File: src/rtl/vga_pkg.sv
// Shared definitions for the VGA fetch controller: display geometry defaults,
// burst sizing and the fetch FSM state encoding.
package vga_pkg;

   localparam int H_ACTIVE_DEF   = 640;
   localparam int V_ACTIVE_DEF   = 480;
   localparam int BURST_LEN_DEF  = 16;
   localparam int FIFO_DEPTH_DEF = 64;

   typedef enum logic [2:0] {
      ST_IDLE       = 3'd0,
      ST_CHECK      = 3'd1,
      ST_REQ        = 3'd2,
      ST_RECV       = 3'd3,
      ST_WAIT_FRAME = 3'd4
   } fetch_state_t;

   function automatic int unsigned frame_words(input int unsigned h, input int unsigned v);
      return h * v;
   endfunction

endpackage

File: src/rtl/vga_fetch_ctrl_if.sv
// Frame-buffer memory port used by the fetch controller (request/grant burst bus).
interface vga_fetch_ctrl_if #(
   parameter int ADDR_W = 19,
   parameter int DATA_W = 24
);
   // Handshake: mem_req rises with mem_addr and both hold, unchanged, until the
   // cycle mem_gnt is seen high (one-cycle accept). Each grant is followed by
   // exactly BURST_LEN in-order mem_rvalid beats, possibly with idle gaps.
   logic              mem_req;
   logic [ADDR_W-1:0] mem_addr;
   logic              mem_gnt;
   logic              mem_rvalid;
   logic [DATA_W-1:0] mem_rdata;

   modport master (
      output mem_req, mem_addr,
      input  mem_gnt, mem_rvalid, mem_rdata
   );

   modport slave (
      input  mem_req, mem_addr,
      output mem_gnt, mem_rvalid, mem_rdata
   );
endinterface

File: src/rtl/vga_fetch_ctrl.sv
// Keeps the VGA pixel FIFO filled by issuing fixed-length frame-buffer bursts,
// resynchronising to each frame start and flagging display-side underruns.
module vga_fetch_ctrl
   import vga_pkg::*;
#(
   parameter int DATA_W     = 24,
   parameter int ADDR_W     = 19,
   parameter int H_ACTIVE   = H_ACTIVE_DEF,
   parameter int V_ACTIVE   = V_ACTIVE_DEF,
   parameter int BURST_LEN  = BURST_LEN_DEF,
   parameter int FIFO_DEPTH = FIFO_DEPTH_DEF,
   parameter int LVL_W      = 7
) (
   input  logic               clk,
   input  logic               rst,
   input  logic               enable,
   input  logic [ADDR_W-1:0]  frame_base,
   input  logic               frame_start,
   input  logic [LVL_W-1:0]   fifo_level,
   input  logic               fifo_rd,
   input  logic               fifo_empty,
   output logic               fifo_wr,
   output logic [DATA_W-1:0]  fifo_wdata,
   output logic               fifo_flush,
   vga_fetch_ctrl_if.master   mem,
   output logic               busy,
   output logic               frame_done,
   output logic               underrun,
   output fetch_state_t       fsm_state
);

   localparam int BEAT_W = (BURST_LEN > 1) ? $clog2(BURST_LEN) : 1;
   localparam logic [ADDR_W-1:0] FRAME_WORDS = ADDR_W'(frame_words(H_ACTIVE, V_ACTIVE));
   localparam logic [ADDR_W-1:0] BURST_WORDS = ADDR_W'(BURST_LEN);
   localparam logic [LVL_W-1:0]  ROOM_LEVEL  = LVL_W'(FIFO_DEPTH - BURST_LEN);
   localparam logic [BEAT_W-1:0] LAST_BEAT   = BEAT_W'(BURST_LEN - 1);

   fetch_state_t      state_q, state_d;
   logic [ADDR_W-1:0] base_q;
   logic [ADDR_W-1:0] word_cnt;
   logic [BEAT_W-1:0] beat_cnt;
   logic              pending;
   logic              restart;
   logic              beat;
   logic              last_beat;
   logic              room;
   logic              frame_end;

   assign beat      = (state_q == ST_RECV) && mem.mem_rvalid;
   assign last_beat = beat && (beat_cnt == LAST_BEAT);
   assign room      = (fifo_level <= ROOM_LEVEL);
   assign frame_end = (word_cnt == FRAME_WORDS);

   always_ff @(posedge clk or posedge rst) begin
      if (rst) state_q <= ST_IDLE;
      else     state_q <= state_d;
   end

   // restart is decided here so the datapath sees exactly the transitions that reload the frame
   always_comb begin
      state_d = state_q;
      restart = 1'b0;
      case (state_q)
         ST_IDLE: begin
            if (enable && frame_start) begin
               restart = 1'b1;
               state_d = ST_CHECK;
            end
         end
         ST_CHECK: begin
            if (!enable)          state_d = ST_IDLE;
            else if (frame_start) restart = 1'b1;
            else if (frame_end)   state_d = ST_WAIT_FRAME;
            else if (room)        state_d = ST_REQ;
         end
         ST_REQ: begin
            if (mem.mem_gnt) state_d = ST_RECV;
         end
         ST_RECV: begin
            if (last_beat) begin
               state_d = ST_CHECK;
               restart = pending | frame_start;
            end
         end
         ST_WAIT_FRAME: begin
            if (!enable) state_d = ST_IDLE;
            else if (frame_start) begin
               restart = 1'b1;
               state_d = ST_CHECK;
            end
         end
         default: state_d = ST_IDLE;
      endcase
   end

   always_comb begin
      mem.mem_req  = (state_q == ST_REQ);
      mem.mem_addr = base_q + word_cnt;
      busy         = (state_q != ST_IDLE);
      fsm_state    = state_q;
   end

   always_ff @(posedge clk or posedge rst) begin
      if (rst) begin
         base_q     <= '0;
         word_cnt   <= '0;
         beat_cnt   <= '0;
         pending    <= 1'b0;
         underrun   <= 1'b0;
         fifo_wr    <= 1'b0;
         fifo_wdata <= '0;
         fifo_flush <= 1'b0;
         frame_done <= 1'b0;
      end else begin
         fifo_wr    <= beat;
         fifo_flush <= restart;
         frame_done <= last_beat && !restart && ((word_cnt + BURST_WORDS) == FRAME_WORDS);
         if (beat) fifo_wdata <= mem.mem_rdata;

         if ((state_q == ST_REQ) && mem.mem_gnt) beat_cnt <= '0;
         else if (beat)                          beat_cnt <= beat_cnt + BEAT_W'(1);

         // a frame start during a burst is deferred until the burst's last beat
         if (restart) begin
            base_q   <= frame_base;
            word_cnt <= '0;
            pending  <= 1'b0;
            underrun <= 1'b0;
         end else begin
            if (last_beat) word_cnt <= word_cnt + BURST_WORDS;
            if (frame_start && ((state_q == ST_REQ) || (state_q == ST_RECV))) pending <= 1'b1;
            if (fifo_rd && fifo_empty) underrun <= 1'b1;
         end
      end
   end

endmodule

File: src/flat_wrapper.sv
// flat-port wrapper written by rule: the top's interface ports become plain ports
module vga_fetch_ctrl_flat import vga_pkg::*;
#(
   parameter int DATA_W     = 24,
   parameter int ADDR_W     = 19,
   parameter int H_ACTIVE   = H_ACTIVE_DEF,
   parameter int V_ACTIVE   = V_ACTIVE_DEF,
   parameter int BURST_LEN  = BURST_LEN_DEF,
   parameter int FIFO_DEPTH = FIFO_DEPTH_DEF,
   parameter int LVL_W      = 7
)
  (clk, rst, enable, frame_base, frame_start, fifo_level, fifo_rd, fifo_empty, fifo_wr, fifo_wdata, fifo_flush, busy, frame_done, underrun, fsm_state, mem_mem_req, mem_mem_addr, mem_mem_gnt, mem_mem_rvalid, mem_mem_rdata);
  vga_fetch_ctrl_if #(.ADDR_W(ADDR_W), .DATA_W(DATA_W)) mem_i ();
  input  logic clk;
  input  logic rst;
  input  logic enable;
  input  logic [ADDR_W-1:0] frame_base;
  input  logic frame_start;
  input  logic [LVL_W-1:0] fifo_level;
  input  logic fifo_rd;
  input  logic fifo_empty;
  output logic fifo_wr;
  output logic [DATA_W-1:0] fifo_wdata;
  output logic fifo_flush;
  output logic busy;
  output logic frame_done;
  output logic underrun;
  output fetch_state_t fsm_state;
  output wire logic [$bits(mem_i.mem_req)-1:0] mem_mem_req;
  output wire logic [$bits(mem_i.mem_addr)-1:0] mem_mem_addr;
  input wire logic [$bits(mem_i.mem_gnt)-1:0] mem_mem_gnt;
  input wire logic [$bits(mem_i.mem_rvalid)-1:0] mem_mem_rvalid;
  input wire logic [$bits(mem_i.mem_rdata)-1:0] mem_mem_rdata;
  assign mem_mem_req = mem_i.mem_req;
  assign mem_mem_addr = mem_i.mem_addr;
  assign mem_i.mem_gnt = mem_mem_gnt;
  assign mem_i.mem_rvalid = mem_mem_rvalid;
  assign mem_i.mem_rdata = mem_mem_rdata;
  vga_fetch_ctrl #(.DATA_W(DATA_W), .ADDR_W(ADDR_W), .H_ACTIVE(H_ACTIVE), .V_ACTIVE(V_ACTIVE), .BURST_LEN(BURST_LEN), .FIFO_DEPTH(FIFO_DEPTH), .LVL_W(LVL_W)) u_core (.clk(clk), .rst(rst), .enable(enable), .frame_base(frame_base), .frame_start(frame_start), .fifo_level(fifo_level), .fifo_rd(fifo_rd), .fifo_empty(fifo_empty), .fifo_wr(fifo_wr), .fifo_wdata(fifo_wdata), .fifo_flush(fifo_flush), .mem(mem_i), .busy(busy), .frame_done(frame_done), .underrun(underrun), .fsm_state(fsm_state));
endmodule
File: config.mk
export PLATFORM = sky130hd
export DESIGN_NAME = vga_fetch_ctrl_flat
export DESIGN_NICKNAME = d
export VERILOG_FILES = /design/src/rtl/vga_pkg.sv /design/src/rtl/vga_fetch_ctrl_if.sv /design/src/rtl/vga_fetch_ctrl.sv /design/src/flat_wrapper.sv
export SDC_FILE = /design/constraint.sdc
export NUM_CORES = 1
export LEC_CHECK = 0
export ABC_AREA = 1
export BUFFER_PORTS_ARGS = -buffer_cell sky130_fd_sc_hd__buf_2
export CAP_MARGIN = 25
export CORE_ASPECT_RATIO = 0.5
export CORE_MARGIN = 4
export CORE_UTILIZATION = 53
export DETAILED_ROUTE_END_ITERATION = 16
export PLACE_DENSITY_LB_ADDON = 0.05
export SYNTH_ARGS = -nofsm -noshare
export SYNTH_HDL_FRONTEND = slang
export SYNTH_SLANG_ARGS = --single-unit
File: constraint.sdc
create_clock -name clk -period 2.6 [get_ports clk]
set_clock_uncertainty 0.15 [all_clocks]
set_input_delay 0.13 -clock clk [delete_from_list [all_inputs] [get_ports clk]]
set_output_delay 0.13 -clock clk [all_outputs]
set_load 0.005 [all_outputs]
==> results.sh <==
export IMPL_wl_met1_um=4880
export IMPL_crit_required_ns=2.32
export IMPL_synth_most_common_cell="nand2_1"
export IMPL_die_h_um=69.9
export IMPL_grt_max_degree=33
export IMPL_synth_warning_count=0
export IMPL_status="completed"
export IMPL_antenna_found_initial=1
export IMPL_synth_top_cell_area_share=0.431
export IMPL_vdd_ir_drop_max_mv=0.505
export IMPL_nNetsFinal=743
export IMPL_cts_sinks=70
export IMPL_hold_worst_slack_ns=0.0285
export IMPL_routed_wl_um=10600
export IMPL_post_cts_buffers=0
export IMPL_clkLatencyLatePin_ns=0.34
export IMPL_fin_ws_ns=0.175
export IMPL_wl_per_cell_um=13.8
export IMPL_yosys_top_cells_count="nand2_1 (172), dfrtp_1 (70), nor2_1 (43)"
export IMPL_r2r_slack_ns=0.39
export IMPL_remaining_drc_errors=0
export IMPL_dpl_worst_slack_ns=0.454
export IMPL_finalMaxSlewViolations=0
export IMPL_synth_seq_cells=70
export IMPL_dr_pass1_iters=5
export IMPL_die_area_um2=9220
export IMPL_ys_seq_area_frac=0.431
export IMPL_gp_congestion=0.951
export IMPL_layout_drive_gt1_share=0.216
export IMPL_path_clk_slew_ns=0.06
export IMPL_synth_top_area_cell="dfrtp_1"
export IMPL_cts_root_buf="clkbuf_16"
export IMPL_first_global_vias=3869
export IMPL_clockBufferDepth=2
export IMPL_setup_worst_path_class="flop to output port"
export IMPL_power_density_nw_per_um2=764
export IMPL_synth_area_top_cells="dfrtp_1 (43%), nand2_1 (16%), ha_1 (5.8%)"
export IMPL_initial_core_util=0.551
export IMPL_synth_fp_nets=581
export IMPL_cpMaxStageDelayCell="dfrtp_1"
export IMPL_max_clock_freq_mhz=412
export IMPL_hpwl_um=7220
export IMPL_min_period_over_period=0.933
export IMPL_hold_path_class="primary input to flop"
export IMPL_grtUsageTotal=0.239
export IMPL_layoutNonFillerInstCount=767
export IMPL_synthCells=504
export IMPL_fillers=543
export IMPL_core_um2=7380
export IMPL_period_minus_slack_ns=2.43
export IMPL_start_kind="flop"
export IMPL_syn_to_final_growth_pct=35.7
export IMPL_wl_met2_um=4770
export IMPL_syn_cell_area_um2=4070
export IMPL_viasPerCell=5.10
export IMPL_cts_inserted_buffers=9
export IMPL_crit_path_end_kind="output port"
export IMPL_tritoncts="yes"
export IMPL_dr_wl_met3_um=848
export IMPL_power_mw=4.21
export IMPL_tightest_slew_ns=0.518
export IMPL_avgSynthCellArea_um2=8.07
export IMPL_h_tree_depth=3
export IMPL_final_util=0.748
export IMPL_max_slew_margin_rel=0.654
export IMPL_cp_arrival_ns=2.15
export IMPL_drtAntennaViolNets=0
export IMPL_drt_iter0_drc=196
export IMPL_cellLeakagePower_nw=2.87
export IMPL_dp_cells=703
export IMPL_ys_async_sr_fraction=1.00
export IMPL_synth_cell_types=32
export IMPL_synth_edff_count=0
export IMPL_crit_chain="ha_1 -> nand2_1 -> inv_1 -> nand3_1 -> nor3_1 -> o21ai_1 -> nand3_1 -> nand2_1 -> nand2_1 -> buf_2"
export IMPL_vias=3911
export IMPL_num_io_pins=110
export IMPL_rsz0062_at_grt="false"
export IMPL_antennaDiodeCount=0
export IMPL_cp_max_fo=6
export IMPL_ys_flop_type="dfrtp_1"
export IMPL_drv_cap=0
export IMPL_grt_first_pass_wirelength_um=17900
export IMPL_setup_tns_ns=0
export IMPL_placed_area_um2=4720
export IMPL_crit_top_cell="nand2_1"
export IMPL_overflow=0
export IMPL_row_count=22
export IMPL_routed_top_layer="met5"
export IMPL_setup_viol=0
export IMPL_slowest_delay_ns=0.46
export IMPL_die_w_um=132
export IMPL_stdcell_area_um2=5520
export IMPL_finalHoldViolCount=0
export IMPL_io_buffers=109
==> flip-flops by register name, summed over array words and instances (netlist names), 3 cells and up <==
register,count
u_core.fifo_wdata,24
u_core.base_q,19
u_core.word_cnt,15
u_core.beat_cnt,4
u_core.fsm_state,3
==> area by class of cell <==
type	instances	area, um2	share of cell area
clock buffer	10	229	0.0415
clock inverter	6	47.5	0.00862
inverter	40	150	0.0272
multi-input combinational	383	2140	0.388
sequential	70	1750	0.318
tap	96	120	0.0218
timing repair buffer	162	1080	0.195
==> cell usage in the layout, fill, tap and decap left out, types with 2 or more instances in the layout <==
cell type	count
inv_2	2
dfrtp_1	68
mux2_1	17
inv_1	38
dlygate4sd3_1	48
nand2_4	2
buf_4	4
nor2_4	2
clkbuf_16	9
o21ai_0	12
nor2_1	43
nand2_1	172
nand4_1	18
o31ai_1	10
xnor2_1	4
a21oi_1	18
ha_4	3
ha_1	16
o21bai_1	4
dfrtp_2	2
nand3_1	26
a21o_1	3
nor3_1	6
clkinv_4	3
xor2_1	17
buf_2	109
mux2_2	2
==> worst max-delay path: cells and delay by family, from the launching register on <==
family | cells | cell delay, ns
fa+ha+maj | 1 | 0.41
simple gates | 6 | 0.59
flops | 1 | 0.46
compound gates | 1 | 0.15
buf+inv | 2 | 0.18
==> power by group <==
group / switching (mW) / leakage, nW / internal [mW]
Sequential: 0.234 / 0.888 / 1.42
Clock: 0.480 / 0.133 / 0.652
Combinational: 0.747 / 1.85 / 0.681
==> logic make-up (layout without fill, tap and decap cells) <==
family	after synthesis	count (layout)	synth area share
XOR/XNOR	21	21	0.0452
adder cells (fa/ha/maj)	19	19	0.0585
buffers and inverters	51	218	0.0523
AND/OR/NAND/NOR	273	273	0.286
AO/OA/AOI/OAI	50	50	0.0736
other	1	1	0.000922
flip-flops	70	70	0.431
multiplexers	19	19	0.0526
==> per-layer routing <==
metal,track usage,up-vias
met5,0,-
met3,0.0885,14
met1,0.305,1782
met4,0.0605,2
li1,-,1975
met2,0.388,138
==> final timing paths <==
check,depth (start not counted),to,from
min in group asynchronous,3,u_core.fifo_wr,rst
min,4,u_core.beat_cnt[0],mem_mem_gnt
max in group asynchronous,4,u_core.base_q[16],rst
max reg2reg,9,u_core.frame_done,u_core.fsm_state[0]
min reg2reg,2,u_core.fifo_wdata[1],u_core.fifo_wdata[1]
max,10,mem_mem_addr[18],u_core.word_cnt[15]
==> timing repair <==
item / 4_1_cts / 5_1_grt
gates resized for setup: 0 / 6
setup endpoints to repair: 0 / 3
hold buffers: 48 / 0
hold endpoints to repair: 67 / 0
Note: power is estimated with default switching activity, not from simulation.
